[config.mk]
export PLATFORM = sky130hd
export DESIGN_NAME = hit_stamp
export DESIGN_NICKNAME = d
export VERILOG_FILES = /design/src/rtl/tdc_pkg.sv /design/src/rtl/tdc_fifo.sv /design/src/rtl/hit_stamp.sv
export SDC_FILE = /design/constraint.sdc
export NUM_CORES = 1
export LEC_CHECK = 0
export ABC_CLOCK_PERIOD_IN_PS = 6700
export CAP_MARGIN = 20
export CELL_PAD_IN_SITES_DETAIL_PLACEMENT = 1
export CELL_PAD_IN_SITES_GLOBAL_PLACEMENT = 1
export CORE_MARGIN = 2
export CORE_UTILIZATION = 50
export CTS_CLUSTER_DIAMETER = 100
export DETAILED_ROUTE_END_ITERATION = 10
export MAX_ROUTING_LAYER = met4
export PLACE_DENSITY = 0.83
export REMOVE_ABC_BUFFERS = 1
export SYNTH_ARGS = -nofsm -noshare
export SYNTH_HDL_FRONTEND = slang
export SYNTH_SLANG_ARGS = --single-unit
[constraint.sdc]
create_clock -name iClk -period 6.7 [get_ports iClk]
set_input_delay 2.01 -clock iClk [delete_from_list [all_inputs] [get_ports iClk]]
set_output_delay 2.01 -clock iClk [all_outputs]
set_load 0.05 [all_outputs]
[src/rtl/tdc_pkg.sv]
// Shared definitions for the hit time-stamper: FSM states, default widths
// and the event record layout {start stamp, width}.
package tdc_pkg;

    typedef enum logic {
        IDLE = 1'b0,
        HIGH = 1'b1
    } state_t;

    localparam int COARSE_W_DEF = 16;
    localparam int WIDTH_W_DEF  = 12;

    // Width sits in the LSBs; the start stamp sits directly above it.
    localparam int WIDTH_LSB = 0;

    function automatic int start_lsb(input int width_w);
        return WIDTH_LSB + width_w;
    endfunction

endpackage

[src/rtl/tdc_fifo.sv]
// First-word-fall-through event FIFO; an extra pointer bit separates full from empty.
module tdc_fifo #(
    parameter int DW    = 28,
    parameter int DEPTH = 4
) (
    input  logic          clk,
    input  logic          rst_n,
    input  logic          push,
    input  logic [DW-1:0] din,
    input  logic          pop,
    output logic [DW-1:0] dout,
    output logic          valid,
    output logic          full
);

    localparam int AW = $clog2(DEPTH);

    logic [DW-1:0] mem [DEPTH];
    logic [AW:0]   wptr, rptr;
    logic          empty, do_pop, do_push;

    assign empty   = (wptr == rptr);
    assign full    = (wptr[AW] != rptr[AW]) && (wptr[AW-1:0] == rptr[AW-1:0]);
    assign do_pop  = pop && !empty;
    // A pop in the same cycle frees the slot, so a push into a full FIFO still lands.
    assign do_push = push && (!full || do_pop);

    assign valid = !empty;
    assign dout  = empty ? '0 : mem[rptr[AW-1:0]];

    always_ff @(posedge clk or negedge rst_n) begin
        if (!rst_n) begin
            wptr <= '0;
            rptr <= '0;
        end else begin
            if (do_push) wptr <= wptr + (AW+1)'(1);
            if (do_pop)  rptr <= rptr + (AW+1)'(1);
        end
    end

    always_ff @(posedge clk) begin
        if (do_push) mem[wptr[AW-1:0]] <= din;
    end

endmodule

[src/rtl/hit_stamp.sv]
// Pulse time-stamper: coarse counter, rise/fall FSM and width counter feeding tdc_fifo.
// Optional HIT_STAMP_WIDTH_SAT_EN makes the width counter saturate and flag oSat.
module hit_stamp
    import tdc_pkg::*;
#(
    parameter int COARSE_W = COARSE_W_DEF,
    parameter int WIDTH_W  = WIDTH_W_DEF,
    parameter int DEPTH    = 4
) (
    input  logic                      iClk,
    input  logic                      iRst,
    input  logic                      iRise,
    input  logic                      iFall,
    output logic [COARSE_W+WIDTH_W-1:0] oData,
    output logic                      oValid,
    input  logic                      iReady,
    output logic                      oSat,
    output logic [7:0]                oDrop,
    output logic                      oErr
);

    localparam int DW = COARSE_W + WIDTH_W;

    state_t              state;
    logic [COARSE_W-1:0] cnt, start;
    logic [WIDTH_W-1:0]  wid, wid_nxt, ev_w;
    logic [DW-1:0]       ev_data;
    logic                push, pop, full, drop, viol;

`ifdef HIT_STAMP_WIDTH_SAT_EN
    localparam logic [WIDTH_W-1:0] WMAX = '1;
    localparam int FW = DW + 1;
    logic at_max, ev_sat;

    assign at_max  = (wid == WMAX);
    assign wid_nxt = at_max ? wid : wid + WIDTH_W'(1);
    // wid lags the true width by one; reaching WMAX-1 already means the count is full.
    assign ev_w    = at_max ? WMAX : wid + WIDTH_W'(1);
    assign ev_sat  = (wid >= WMAX - WIDTH_W'(1));
`else
    localparam int FW = DW;

    assign wid_nxt = wid + WIDTH_W'(1);
    assign ev_w    = wid + WIDTH_W'(1);
`endif

    logic [FW-1:0] fifo_din, fifo_dout;

    always_comb begin
        ev_data = '0;
        ev_data[start_lsb(WIDTH_W) +: COARSE_W] = start;
        ev_data[WIDTH_LSB +: WIDTH_W]           = ev_w;
    end

`ifdef HIT_STAMP_WIDTH_SAT_EN
    assign fifo_din = {ev_sat, ev_data};
    assign oData    = fifo_dout[DW-1:0];
    assign oSat     = fifo_dout[DW];
`else
    assign fifo_din = ev_data;
    assign oData    = fifo_dout;
    assign oSat     = 1'b0;
`endif

    assign push = (state == HIGH) && iFall && !iRise;
    assign pop  = oValid && iReady;
    assign drop = push && full && !pop;
    assign viol = iRise && (iFall || state == HIGH);

    always_ff @(posedge iClk or negedge iRst) begin
        if (!iRst) cnt <= '0;
        else       cnt <= cnt + COARSE_W'(1);
    end

    always_ff @(posedge iClk or negedge iRst) begin
        if (!iRst) begin
            state <= IDLE;
            start <= '0;
            wid   <= '0;
            oErr  <= 1'b0;
        end else begin
            oErr <= viol;
            case (state)
                IDLE: begin
                    if (iRise && !iFall) begin
                        start <= cnt;
                        wid   <= '0;
                        state <= HIGH;
                    end
                end
                HIGH: begin
                    // A second rise abandons the open event and measures from here.
                    if (iRise && !iFall) begin
                        start <= cnt;
                        wid   <= '0;
                    end else if (iFall && !iRise) begin
                        state <= IDLE;
                    end else begin
                        wid <= wid_nxt;
                    end
                end
                default: state <= IDLE;
            endcase
        end
    end

    always_ff @(posedge iClk or negedge iRst) begin
        if (!iRst)                     oDrop <= '0;
        else if (drop && oDrop != '1) oDrop <= oDrop + 8'd1;
    end

    tdc_fifo #(
        .DW    (FW),
        .DEPTH (DEPTH)
    ) u_fifo (
        .clk   (iClk),
        .rst_n (iRst),
        .push  (push),
        .din   (fifo_din),
        .pop   (pop),
        .dout  (fifo_dout),
        .valid (oValid),
        .full  (full)
    );

endmodule

-- Yosys cells after proc, flatten, opt, wreduce, memory -nomap -nowiden
Memory sizes are Yosys's and may differ from the RTL's.
Cells that the tools add are included.
- bits in registers: 60
- RAM bits: 112
- output and inout port bits: 39
- word-level logic and storage cells: 53
- memories: 1
- add/subtract/negate cells: 5
- eq/ne operators: 6
- muxes and demuxes: 12
- bitwise gates (word level): 1
- reduce and logical (&&, ||, !) cells: 20
- memory list (memory ; words ; width ; rd ports ; clocked after memory_dff ; write ports ; line ; source):
    u_fifo.mem ; 4 ; 28 ; 1 ; 0 ; 1 ; tdc_fifo.sv:18 ; logic [DW-1:0] mem [DEPTH];
- operator list (kind ; count):
    12-bit two-way mux ; 3
    28-bit two-way mux ; 1
    12-bit case mux with 2 select lines ; 1
    16-bit by 1-bit adder with 16-bit output (second input constant) ; 1
    16-bit two-way mux ; 1
    12-bit by 1-bit adder with 12-bit output (second input constant) ; 1
    1-bit logical AND ; 12
    8-bit by 1-bit adder with 8-bit output (second input constant) ; 1
    8-bit != test (second input constant) ; 1
    3-bit by 1-bit adder with 3-bit output (second input constant) ; 2
    1-bit zero test ; 5
    1-bit two-way mux ; 5
    3-bit == test ; 1
    3-bit != test (second input constant) ; 1
    2-bit == test ; 1
    1-bit logical OR ; 2
    2-bit != test (second input constant) ; 1
    1-bit case mux with 2 select lines ; 1
    2-bit AND reduction ; 1
    1-bit != test ; 1
    1-bit inverter ; 1

-- Longest topological paths before layout
- depth after elaboration: 8
- mapped depth: 6
- gate-level depth less buffers: 5

-- Modules after synthesis
Synthesis repeated with hierarchy kept, for this count alone.
- cells, all modules: 441
- area, all modules: 7135.6 um^2
- by module, submodules not included (module ; instances ; cells each ; area each (um^2) ; sequential area each (um^2)):
    tdc_fifo ; 1 ; 213 ; 4644.5 ; 3513.4
    hit_stamp ; 1 ; 228 ; 2491.1 ; 1351.3

-- Worst setup path after synthesis
Ideal clock, no wire load.
- kind: reg-to-output
- from: reg u_fifo.rptr[2]
- to: out oData[18]
- data arrival time: 1936 ps
- slack: 2754 ps
- cell stages (with the launch flop): 5
- path buffers: 1
- path through: dfrtp_1 -> xor2_2 -> nand3b_1 -> clkbuf_1 -> and2_1
- longest elaborated chain between the ends: 2
- RTL lines (element ; line ; source):
    start: declaration ; tdc_fifo.sv:19 ; logic [AW:0] wptr, rptr;
    start signal: assignment ; tdc_fifo.sv:37 ; if (do_pop) rptr <= rptr + (AW+1)'(1);
    3-bit == test ; tdc_fifo.sv:22 ; assign empty = (wptr == rptr);
    28-bit two-way mux ; tdc_fifo.sv:29 ; assign dout = empty ? '0 : mem[rptr[AW-1:0]];
    end: declaration ; hit_stamp.sv:14 ; output logic [COARSE_W+WIDTH_W-1:0] oData,
No other way between the ends.

-- Worst setup path in the final report
- from: reg u_fifo.rptr[2]
- to: out oData[24]
Same word-level chain as after synthesis.

==> impl_results.md <==
* Post-CTS sizing at 0
* Number of vias per cell after detailed routing at 5.643
* Fraction of final layout cells sized beyond drive strength 1 at 20.33%
* Crit path max fanout at 21
* Area Overhead vs Synth at 17.64%
* Power Density at 458.6 nW/um^2
* DP Wirelength at 8110 um
* Placeable core region at 13,880 um^2
* Arrival time of the worst setup path at 2.91 ns
* Flip-flop and latch count after synthesis at 172
* Worst VDD drop at 275.4 uV
* Cell type of the slowest stage on the worst timing path: sky130_fd_sc_hd__clkdlybuf4s50_1
* # Post-CTS Setup Buffers at 0
* Unique cell type count in the Yosys netlist at 49
* Final critical-path share of the clock period at 73.38%
* Detailed Routing Iterations Pass 1 at 4
* Die footprint at 15,170 um^2
* Setup_tns at 0 ns
* Async SR Flop Fraction at 34.88%
* Cell accounting for the most synthesized area: sky130_fd_sc_hd__edfxtp_1
* Total instance count after detailed placement at 635
* Number of routed nets with antenna violations at 0
* Initial core utilization at 51.15%
* Share of the yosys chip area belonging to registers at 68.51%
* Final-stage net count at 487
* RSZ-0062 raised after global routing: false
* Clock Latency Late Sink at 0.42 ns
* Startpoint types: register
* Number of buffers inserted by hold repair at cts at 0
* Path type of the worst min-delay path: register to register
* Minimum period implied by the final worst setup slack at 4.917 ns
* Levels on crit path at 5
* Family with the most delay on the worst path: buffers and inverters
* Setup crit end kind: primary output
* Buffers added on ports at 42
* Count of max-cap constraint violations at 0
* Main synth FF type: sky130_fd_sc_hd__edfxtp_1
* Relative max-transition margin at 32.40%
* Total number of placement rows at 43
* Number of global-route vias before repair at 4,236
* Die width at 123.2 um
* Yosys warning count at 0
* Max frequency at 203.4 MHz
* Run status: complete, no violations
* Summed area of non-filler cells in the final layout at 8353 um^2
* Post-synthesis share of cell area spent on and, or, nand and nor gates at 9.445%
* Depth of the most critical reg-to-reg path at 3
* Global-route wire length before repair at 23,600 um
* Critical Path End: oData[24]
* Cell types occupying the most area after synthesis: sky130_fd_sc_hd__edfxtp_1, sky130_fd_sc_hd__dfrtp_1, sky130_fd_sc_hd__mux4_2
* Launching element of the worst setup path: u_fifo.rptr[2]
* Reg2Reg Setup Slack at 4.51 ns
* Gr usage total at 22.04%
* Cells along the critical path: xor2_2 > nand3b_1 > buf_4 > and2_1 > clkdlybuf4s50_1
* Xor and xnor area share after synthesis at 4.758%
* Clock tree from TritonCTS: yes
* Global placement routability congestion at 0.8144
* Count of endpoints failing hold in the final timing report at 0
* Final core utilization at 60.18%
* DR vias at 3,764
* Setup CP Type: register to primary output
* Cells after synthesis at 422
* Aggregate global routing overflow at 0
* Pin count of the biggest net entering global routing at 61
* Number of antenna violations at the first check in global routing at 0
* Post-synth EDFFs at 112
* Non-filler cells, final at 667
* Post-Synth Adder-Cell Area at 1.410%
* Worst flop-to-flop path startpoint: u_fifo.rptr[2]
* Worst flop-to-flop path endpoint: u_fifo.mem[0][17]
* Wirelength per Cell at 22.12 um
* Leakage at 0.003137 uW
* # IOs at 44
* Detailed-route DRC error count at 0
* Mean instance size in the synthesized netlist at 16.83 um^2
* Max stage delay on crit path at 0.82 ns
* Synthesized area at 7101 um^2
* Final Skew at 0.008898 ns
* Clk root buf: sky130_fd_sc_hd__clkbuf_16
* Dominant combinational cell family by area after synthesis: multiplexers
* Area share of the largest cell type after synthesis at 47.37%
* Pins over their slew limit at 0
* Number of antenna repair diodes at 0
* Clock Sink Count at 172
* Data required time of the worst path at 4.69 ns
* Maximum count of clock buffers along a single path at 2
* Placed Instance Area at 7706 um^2
* Clock-pin slew of the registers on the worst-case setup and hold paths at 0.06 ns
* Compound-Gate Fraction of Synth Area at 2.502%
* First-iteration detailed-routing DRC count at 207
* Total CTS buffers at 17
* Total Routed Length at 14,760 um
* # H-tree levels at 4
* Transition at the pin with the smallest max-transition slack at 1.014 ns
* Height of the chip at 123.2 um
* Final setup violating endpoints at 0
* Multiplexer fraction of the synthesized cell area at 11.74%
* Buffer and inverter count on the worst path at 2
through the flow:
| stage | total power [uW] | hold WS [ns] | setup WS [ns] |
|---|---|---|---|
| floorplan | 2321 | 0.4347 | 1.702 |
| global placement | 2761 | 0.4611 | 2.264 |
| detailed placement | 2798 | 0.4779 | 2.076 |
| CTS | 3874 | 0.4837 | 1.727 |
| global route | 3981 | 0.5163 | 1.644 |
| finish | 3831 | 0.4751 | 1.783 |
per-layer routing:
metal | vias up | track usage [%] | share of wire [%]
met2 | 75 | 35.68 | 52
li1 | 1687 | - | -
met1 | 1986 | 27.66 | 43
met4 | 0 | 9.588 | 1.7
met3 | 16 | 3.690 | 2.9
met5 | - | - | 0
logic make-up after synthesis:
family,after synthesis
buffers and inverters,24
flip-flops,172
adder cells (fa/ha/maj),8
XOR/XNOR,36
AO/OA/AOI/OAI,26
other,1
AND/OR/NAND/NOR,109
multiplexers,46
state kept, by name (all words and copies together) (netlist names):
signal / count
u_fifo.mem: 112
cnt: 16
start: 16
wid: 12
oDrop: 8
u_fifo.rptr: 3
u_fifo.wptr: 3
oErr: 1
state: 1
cells in the mapped netlist, types with 2 or more instances:
| master | number |
|---|---|
| sky130_fd_sc_hd__nor3_1 | 5 |
| sky130_fd_sc_hd__nand2b_1 | 5 |
| sky130_fd_sc_hd__dfrtp_1 | 60 |
| sky130_fd_sc_hd__buf_2 | 6 |
| sky130_fd_sc_hd__nor2b_1 | 2 |
| sky130_fd_sc_hd__and3_1 | 3 |
| sky130_fd_sc_hd__a21oi_1 | 6 |
| sky130_fd_sc_hd__mux4_2 | 28 |
| sky130_fd_sc_hd__buf_4 | 4 |
| sky130_fd_sc_hd__nand3_1 | 12 |
| sky130_fd_sc_hd__clkbuf_1 | 3 |
| sky130_fd_sc_hd__or3_1 | 5 |
| sky130_fd_sc_hd__mux2_1 | 3 |
| sky130_fd_sc_hd__nor2_1 | 7 |
| sky130_fd_sc_hd__xnor2_1 | 17 |
| sky130_fd_sc_hd__xnor2_2 | 2 |
| sky130_fd_sc_hd__nand4_1 | 7 |
| sky130_fd_sc_hd__edfxtp_1 | 112 |
| sky130_fd_sc_hd__o21ai_0 | 6 |
| sky130_fd_sc_hd__o21ai_1 | 3 |
| sky130_fd_sc_hd__nand2_1 | 17 |
| sky130_fd_sc_hd__nand3b_1 | 2 |
| sky130_fd_sc_hd__and2_1 | 32 |
| sky130_fd_sc_hd__xor2_1 | 16 |
| sky130_fd_sc_hd__ha_1 | 8 |
| sky130_fd_sc_hd__nor4_1 | 2 |
| sky130_fd_sc_hd__a22o_1 | 3 |
| sky130_fd_sc_hd__mux2_2 | 15 |
| sky130_fd_sc_hd__nand4_4 | 2 |
| sky130_fd_sc_hd__inv_1 | 10 |
cell type report:
cell class	instances	area (um^2)
well taps	180	225.2
clock inverters	10	130.1
flip-flops and latches	172	4866
inverters	11	41.29
fillers	1274	5528
repair buffers	46	445.4
clock buffers	22	516.7
multi-input cells	226	2128
placed cells by master, fill, tap and decap left out, types with 3 or more instances in the layout:
master,count
sky130_fd_sc_hd__a21oi_1,6
sky130_fd_sc_hd__a22o_1,3
sky130_fd_sc_hd__and2_1,28
sky130_fd_sc_hd__and2_2,4
sky130_fd_sc_hd__and3_1,3
sky130_fd_sc_hd__buf_4,4
sky130_fd_sc_hd__bufinv_16,3
sky130_fd_sc_hd__clkbuf_16,19
sky130_fd_sc_hd__clkbuf_8,3
sky130_fd_sc_hd__clkdlybuf4s50_1,41
sky130_fd_sc_hd__clkinv_2,4
sky130_fd_sc_hd__dfrtp_1,59
sky130_fd_sc_hd__edfxtp_1,112
sky130_fd_sc_hd__ha_1,8
sky130_fd_sc_hd__inv_1,10
sky130_fd_sc_hd__mux2_1,3
sky130_fd_sc_hd__mux2_2,15
sky130_fd_sc_hd__mux4_2,28
sky130_fd_sc_hd__nand2_1,17
sky130_fd_sc_hd__nand2b_1,5
sky130_fd_sc_hd__nand3_1,12
sky130_fd_sc_hd__nand4_1,7
sky130_fd_sc_hd__nor2_1,7
sky130_fd_sc_hd__nor3_1,5
sky130_fd_sc_hd__o21ai_0,6
sky130_fd_sc_hd__o21ai_1,3
sky130_fd_sc_hd__or3_1,5
sky130_fd_sc_hd__xnor2_1,17
sky130_fd_sc_hd__xor2_1,16
worst min-delay path by stage:
stage,startpoint,endpoint,slack [ns],depth (start not counted)
3_5_place_dp,cnt[0],cnt[0],0.48,1
3_3_place_gp,cnt[0],cnt[0],0.46,1
5_1_grt,cnt[15],cnt[15],0.52,1
2_1_floorplan,cnt[0],cnt[0],0.43,1
4_1_cts,cnt[0],cnt[0],0.48,1
6_report,cnt[0],cnt[0],0.48,1
power breakdown:
part	internal [uW]	leakage (uW)	switching, uW	total [uW]
combinational	550	0.000996	957	1510
clock	659	0.000320	396	1060
sequential	1220	0.00182	53.0	1270
total	2430	0.00314	1410	3830
No activity file was read; power rests on OpenSTA's default activity.
